<file path="src/rtl/mem_port_arbiter.sv">
// Single-port memory arbiter sharing one unified memory between fetch (IF) and load/store (DM).
// Define FAIR_ARB_EN for round-robin tie-breaking; the default build gives DM fixed priority.
module mem_port_arbiter #(
    parameter int AW      = 32,
    parameter int DW      = 32,
    parameter int MEM_LAT = 2
) (
    input  logic            i_clk,
    input  logic            i_rst,
    input  logic            i_if_req,
    input  logic [AW-1:0]   i_if_addr,
    output logic            o_if_gnt,
    output logic            o_if_rvalid,
    output logic [DW-1:0]   o_if_rdata,
    input  logic            i_dm_req,
    input  logic            i_dm_we,
    input  logic [AW-1:0]   i_dm_addr,
    input  logic [DW-1:0]   i_dm_wdata,
    input  logic [DW/8-1:0] i_dm_be,
    output logic            o_dm_gnt,
    output logic            o_dm_rvalid,
    output logic [DW-1:0]   o_dm_rdata,
    output logic            o_mem_en,
    output logic            o_mem_we,
    output logic [AW-1:0]   o_mem_addr,
    output logic [DW-1:0]   o_mem_wdata,
    output logic [DW/8-1:0] o_mem_be,
    input  logic [DW-1:0]   i_mem_rdata,
    output logic            o_busy
);
    localparam int            CW       = $clog2(MEM_LAT + 1);
    localparam logic [CW-1:0] LAST_CNT = CW'(MEM_LAT - 1);
    localparam logic          OWN_IF   = 1'b0;
    localparam logic          OWN_DM   = 1'b1;

    typedef enum logic {StIdle, StBusy} state_e;

    state_e        r_state, w_state_next;
    logic [CW-1:0] r_cnt, w_cnt_next;
    logic          r_owner, w_owner_next;
    logic          r_we, w_we_next;
    logic          r_last_gnt, w_last_next;

    logic w_resp_cnt, w_resp, w_elig, w_pick_dm, w_gnt_if, w_gnt_dm;

    assign w_resp_cnt = (r_state == StBusy) && (r_cnt == LAST_CNT);
    assign w_resp     = w_resp_cnt && !i_rst;
    assign w_elig     = !i_rst && ((r_state == StIdle) || w_resp_cnt);

`ifdef FAIR_ARB_EN
    assign w_pick_dm = i_dm_req && (!i_if_req || (r_last_gnt == OWN_IF));
`else
    // last_gnt is tracked but does not affect the decision; this reduces to i_dm_req.
    assign w_pick_dm = i_dm_req | (i_dm_req & r_last_gnt);
`endif

    assign w_gnt_dm = w_elig && w_pick_dm;
    assign w_gnt_if = w_elig && i_if_req && !w_pick_dm;

    always_comb begin
        w_state_next = r_state;
        w_cnt_next   = r_cnt;
        w_owner_next = r_owner;
        w_we_next    = r_we;
        w_last_next  = r_last_gnt;
        o_if_gnt     = w_gnt_if;
        o_dm_gnt     = w_gnt_dm;
        o_mem_en     = 1'b0;
        o_mem_we     = 1'b0;
        o_mem_addr   = '0;
        o_mem_wdata  = '0;
        o_mem_be     = '0;
        o_if_rvalid  = w_resp && (r_owner == OWN_IF);
        o_dm_rvalid  = w_resp && (r_owner == OWN_DM);
        o_if_rdata   = '0;
        o_dm_rdata   = '0;
        o_busy       = (r_state == StBusy);

        if (w_gnt_dm) begin
            o_mem_en    = 1'b1;
            o_mem_we    = i_dm_we;
            o_mem_addr  = i_dm_addr;
            o_mem_wdata = i_dm_wdata;
            o_mem_be    = i_dm_be;
        end else if (w_gnt_if) begin
            o_mem_en    = 1'b1;
            o_mem_addr  = i_if_addr;
            o_mem_be    = '1;
        end

        if (o_if_rvalid) begin
            o_if_rdata = i_mem_rdata;
        end
        if (o_dm_rvalid && !r_we) begin
            o_dm_rdata = i_mem_rdata;
        end

        if (r_state == StBusy) begin
            if (w_resp_cnt) begin
                w_state_next = StIdle;
                w_cnt_next   = '0;
            end else begin
                w_cnt_next = r_cnt + 1'b1;
            end
        end

        // A grant in the response cycle overrides the return to idle.
        if (w_gnt_dm || w_gnt_if) begin
            w_state_next = StBusy;
            w_cnt_next   = '0;
            w_owner_next = w_gnt_dm ? OWN_DM : OWN_IF;
            w_we_next    = w_gnt_dm && i_dm_we;
            w_last_next  = w_gnt_dm ? OWN_DM : OWN_IF;
        end
    end

    always_ff @(posedge i_clk) begin
        if (i_rst) begin
            r_state    <= StIdle;
            r_cnt      <= '0;
            r_owner    <= OWN_DM;
            r_we       <= 1'b0;
            r_last_gnt <= OWN_IF;
        end else begin
            r_state    <= w_state_next;
            r_cnt      <= w_cnt_next;
            r_owner    <= w_owner_next;
            r_we       <= w_we_next;
            r_last_gnt <= w_last_next;
        end
    end

endmodule
</file>
<file path="config.mk">
export PLATFORM = sky130hd
export DESIGN_NAME = mem_port_arbiter
export DESIGN_NICKNAME = d
export VERILOG_FILES = /design/src/rtl/mem_port_arbiter.sv
export SDC_FILE = /design/constraint.sdc
export NUM_CORES = 1
export LEC_CHECK = 0
export ABC_AREA = 1
export CELL_PAD_IN_SITES_DETAIL_PLACEMENT = 0
export CELL_PAD_IN_SITES_GLOBAL_PLACEMENT = 1
export CORE_MARGIN = 2
export CORE_UTILIZATION = 10
export CTS_CLUSTER_SIZE = 16
export DETAILED_ROUTE_END_ITERATION = 8
export PLACE_DENSITY = 0.92
export SYNTH_ARGS = -nofsm -noshare
export SYNTH_HDL_FRONTEND = slang
export SYNTH_SLANG_ARGS = --single-unit
</file>
<file path="constraint.sdc">
create_clock -name i_clk -period 1.2 [get_ports i_clk]
set_input_delay 0.12 -clock i_clk [delete_from_list [all_inputs] [get_ports i_clk]]
set_output_delay 0.12 -clock i_clk [all_outputs]
set_load 0.005 [all_outputs]
</file>
==> results.md <==
- Mux cell area share after synthesis: 0%
- Failing checks: negative setup slack
- FF-to-FF path depth: 12
- Boundary Pins: 276
- DR WL/cell: 14.0 µm
- Worst path arrival time: 1.63 ns
- Clk_lat worst skew: 0.22 ns
- Die Area: ~16,000 µm²
- Cts bufs inserted: 3
- Relative slew slack: 83.4%
- Final Hold Vio Count: 0
- Starting density of the core: about a tenth
- WS Path Type: reg -> out
- Final worst slack: -0.550 ns
- Complex-gate fraction of the synthesized area: 1.38%
- Worst Hold Path EP: o_busy
- Num rows: 44
- Routed WL: 11,800 µm
- Clk root buf: clkbuf_16
- Fill cells: 1,532
- Count of different cell masters after synthesis: 21
- Max-cap violation count: 0
- Clock buffer depth: 2
- Synth Area in XOR/XNOR: 0.603%
- Period minus WS final: 1.75 ns
- H-tree levels: 1
- Unrepaired setup endpoints after global routing: true
- Worst path required time: around 1.1 ns
- Proportion of layout cells with a drive suffix above 1: 53.2%
- Post-synthesis sequential area ratio: under 10%
- Clk_skew: 0.00145 ns
- Mapped Cells: between 300 and 400
- GR Util All Layers: roughly 11%
- Largest family of logic cells by synthesized area: simple AND/OR/NAND/NOR gates
- Status: finished with violations
- Crit start category: flip-flop
- Crit share post-route: 146%
- R2R Path Start: r_cnt[1]
- Post-Synth Simple-Gate Area: 62.3%
- IO buf count: 275
- Hold Path Class: in -> reg
- Syn nets: between 400 and 500
- Adder-Cell Fraction of Synth Area: 0%
- Hold path start: i_rst
- Vias in the first global route: 2,761
- Vias: 3,148
- DR pass1 iterations: 4
- Crit path buf inv count: 3
- Placer Congestion: approximately 0.72
- Crit Reg-Reg Endpoint: r_we
- Synth warn: 0
- Clock slew at the register clock pins of the worst setup and hold paths: 0.03 ns
- Core area: approximately 14,000 µm²
- LEAKAGE: 2.98 nW
- Vias/cell: 3.74
- Synthesized area: 1450 µm²
- Max incr delay on CP: ~0.36 ns
- Clock Sinks: 5
- Hold path depth: 2
- Die X: 125 µm
- Max Slew Vio Count: 0
- Final core utilization: 37.2%
- Critical Path Most Common Cell: nand2_2
- CP endpoint kind: primary output
- Layout area overhead: 268%
- Reg2reg setup slack: -0.23 ns
- Setup violators final: 139
- Largest net degree at the start of global routing: 34
- PwrDens: 403 nW/µm²
- Total gr overflow: 0
- First-pass GRT wire length: around 14,000 µm
- # DRC: 0
- # nets final: 796
- Initial antenna violation count: 1
- CP Cell Sequence: nand2_2, nor3_4, nand2_2, buf_6, clkbuf_16, nor2_2, clkdlybuf4s15_2
- Design Area, Final: around 5400 µm²
- Crit path max fanout: 8
- Register bit total from synthesis: 5
- Antenna Violating Nets Remaining: 0
- CP top delay family: simple AND/OR/NAND/NOR gates
- CTS tree: done
- FMAX: 0.571 GHz
- VDD IR max: around 0.36 mV
- Slew @ Worst Pin: 0.247 ns
- DR iter-0 viols: 34
- Syn Area/Cell: 4.60 µm²
- CP max stage cell: dfxtp_4
- Dpl cell area: 4500 µm²
- DP Wirelength: approximately 8000 µm
- Antenna Cells: 0
- Chip Height: 125 µm
==> how the worst max path moves through the flow <==
stage | cells after the start | slack (ns) | startpoint | end
final | 7 | -0.55 | o_busy | o_if_rdata[11]
after global routing | 7 | -0.64 | r_cnt[0] | o_if_rdata[16]
after CTS | 9 | -0.70 | r_cnt[1] | o_mem_addr[10]
after detailed placement | 6 | -0.82 | i_rst | o_if_rdata[31]
after global placement | 6 | -0.85 | i_rst | o_if_rdata[8]
after floorplan | 8 | 0.02 | r_cnt[0] | o_mem_addr[10]
==> layout make-up <==
| type | count | area (µm²) | area share (%) |
|---|---|---|---|
| sequential | 5 | 109 | 2.03 |
| timing repair buffer | 354 | 3250 | 60.8 |
| multi-input combinational | 221 | 1390 | 26.0 |
| tap | 184 | 230 | 4.30 |
| inverter | 74 | 288 | 5.38 |
| clock buffer | 4 | 78.8 | 1.47 |
==> synthesized netlist by cell type <==
master	count	area (µm²)
a21oi_1	1	5.00
nor2_1	94	353
nand2_2	3	18.8
nand2_1	108	405
o211ai_1	1	7.51
inv_2	4	15.0
nand3_4	1	17.5
nor3_4	1	16.3
nor2_2	4	25.0
buf_6	9	101
buf_4	2	15.0
xnor2_1	1	8.76
nand2_4	1	11.3
inv_1	70	263
nand4_4	1	21.3
nand3b_4	1	20.0
dfxtp_1	5	100
a21o_1	1	7.51
nand3_1	2	10.0
nor4_1	1	6.26
buf_2	5	25.0
==> power by group <==
part / internal, W / switching [W] / total (W) / leakage, nW
combinational: 0.000879 / 0.000545 / 0.00142 / 2.90
sequential: 0.000178 / 0.0000123 / 0.000190 / 0.0429
clock: 0.000440 / 0.000103 / 0.000542 / 0.0382
==> through the flow <==
step / setup WS [ns] / hold WS, ns / TNS [ns] / std cells / power (W)
floorplan: 0.0195 / 0.182 / 0 / 316 / 0.000486
global placement: -0.847 / 0.546 / -99.69 / 776 / 0.00134
finish: -0.550 / 0.325 / -60.20 / 842 / 0.00216
global route: -0.638 / 0.348 / -69.00 / 842 / 0.00230
detailed placement: -0.821 / 0.553 / -99.48 / 776 / 0.00134
CTS: -0.701 / 0.324 / -69.01 / 783 / 0.00186
==> routing by layer <==
layer	vias up	track usage [%]	wire (µm)
li1	1562	-	-
met1	1372	11.9	3890
met2	197	22.3	6600
met3	15	4.34	1050
met4	2	1.45	216
met5	-	0	17
==> logic make-up after synthesis <==
family                 Yosys count
XOR/XNOR                         1
AND/OR/NAND/NOR                217
AO/OA/AOI/OAI                    3
buffers and inverters           90
flip-flops                       5
==> state kept, by name, indices dropped and copies added (netlist names) <==
| register | count |
|---|---|
| r_we | 1 |
| o_busy | 1 |
| r_owner | 1 |
| r_cnt | 2 |
==> cell usage in the layout (no fill, tap or decap), types with 2 or more instances in the layout <==
master,n
buf_12,9
buf_2,64
buf_4,27
buf_6,39
buf_8,6
clkbuf_16,12
clkbuf_2,49
clkdlybuf4s15_2,7
clkdlybuf4s50_1,135
clkinv_4,2
dfxtp_1,2
dfxtp_4,2
dlygate4sd2_1,2
dlymetal6s2s_1,6
inv_1,69
inv_2,3
nand2_1,67
nand2_2,34
nand2_4,11
nor2_1,20
nor2_2,55
nor2_4,23
==> repair_timing <==
item | CTS | global route
gates cloned | 1 | 12
setup endpoints to repair | 144 | 141
buffers inserted | 3 | 48
pin swaps | 2 | 25
hold buffers | 0 | 0
gates resized for setup | 229 | 414
Note: power is estimated with default switching activity, not from simulation.
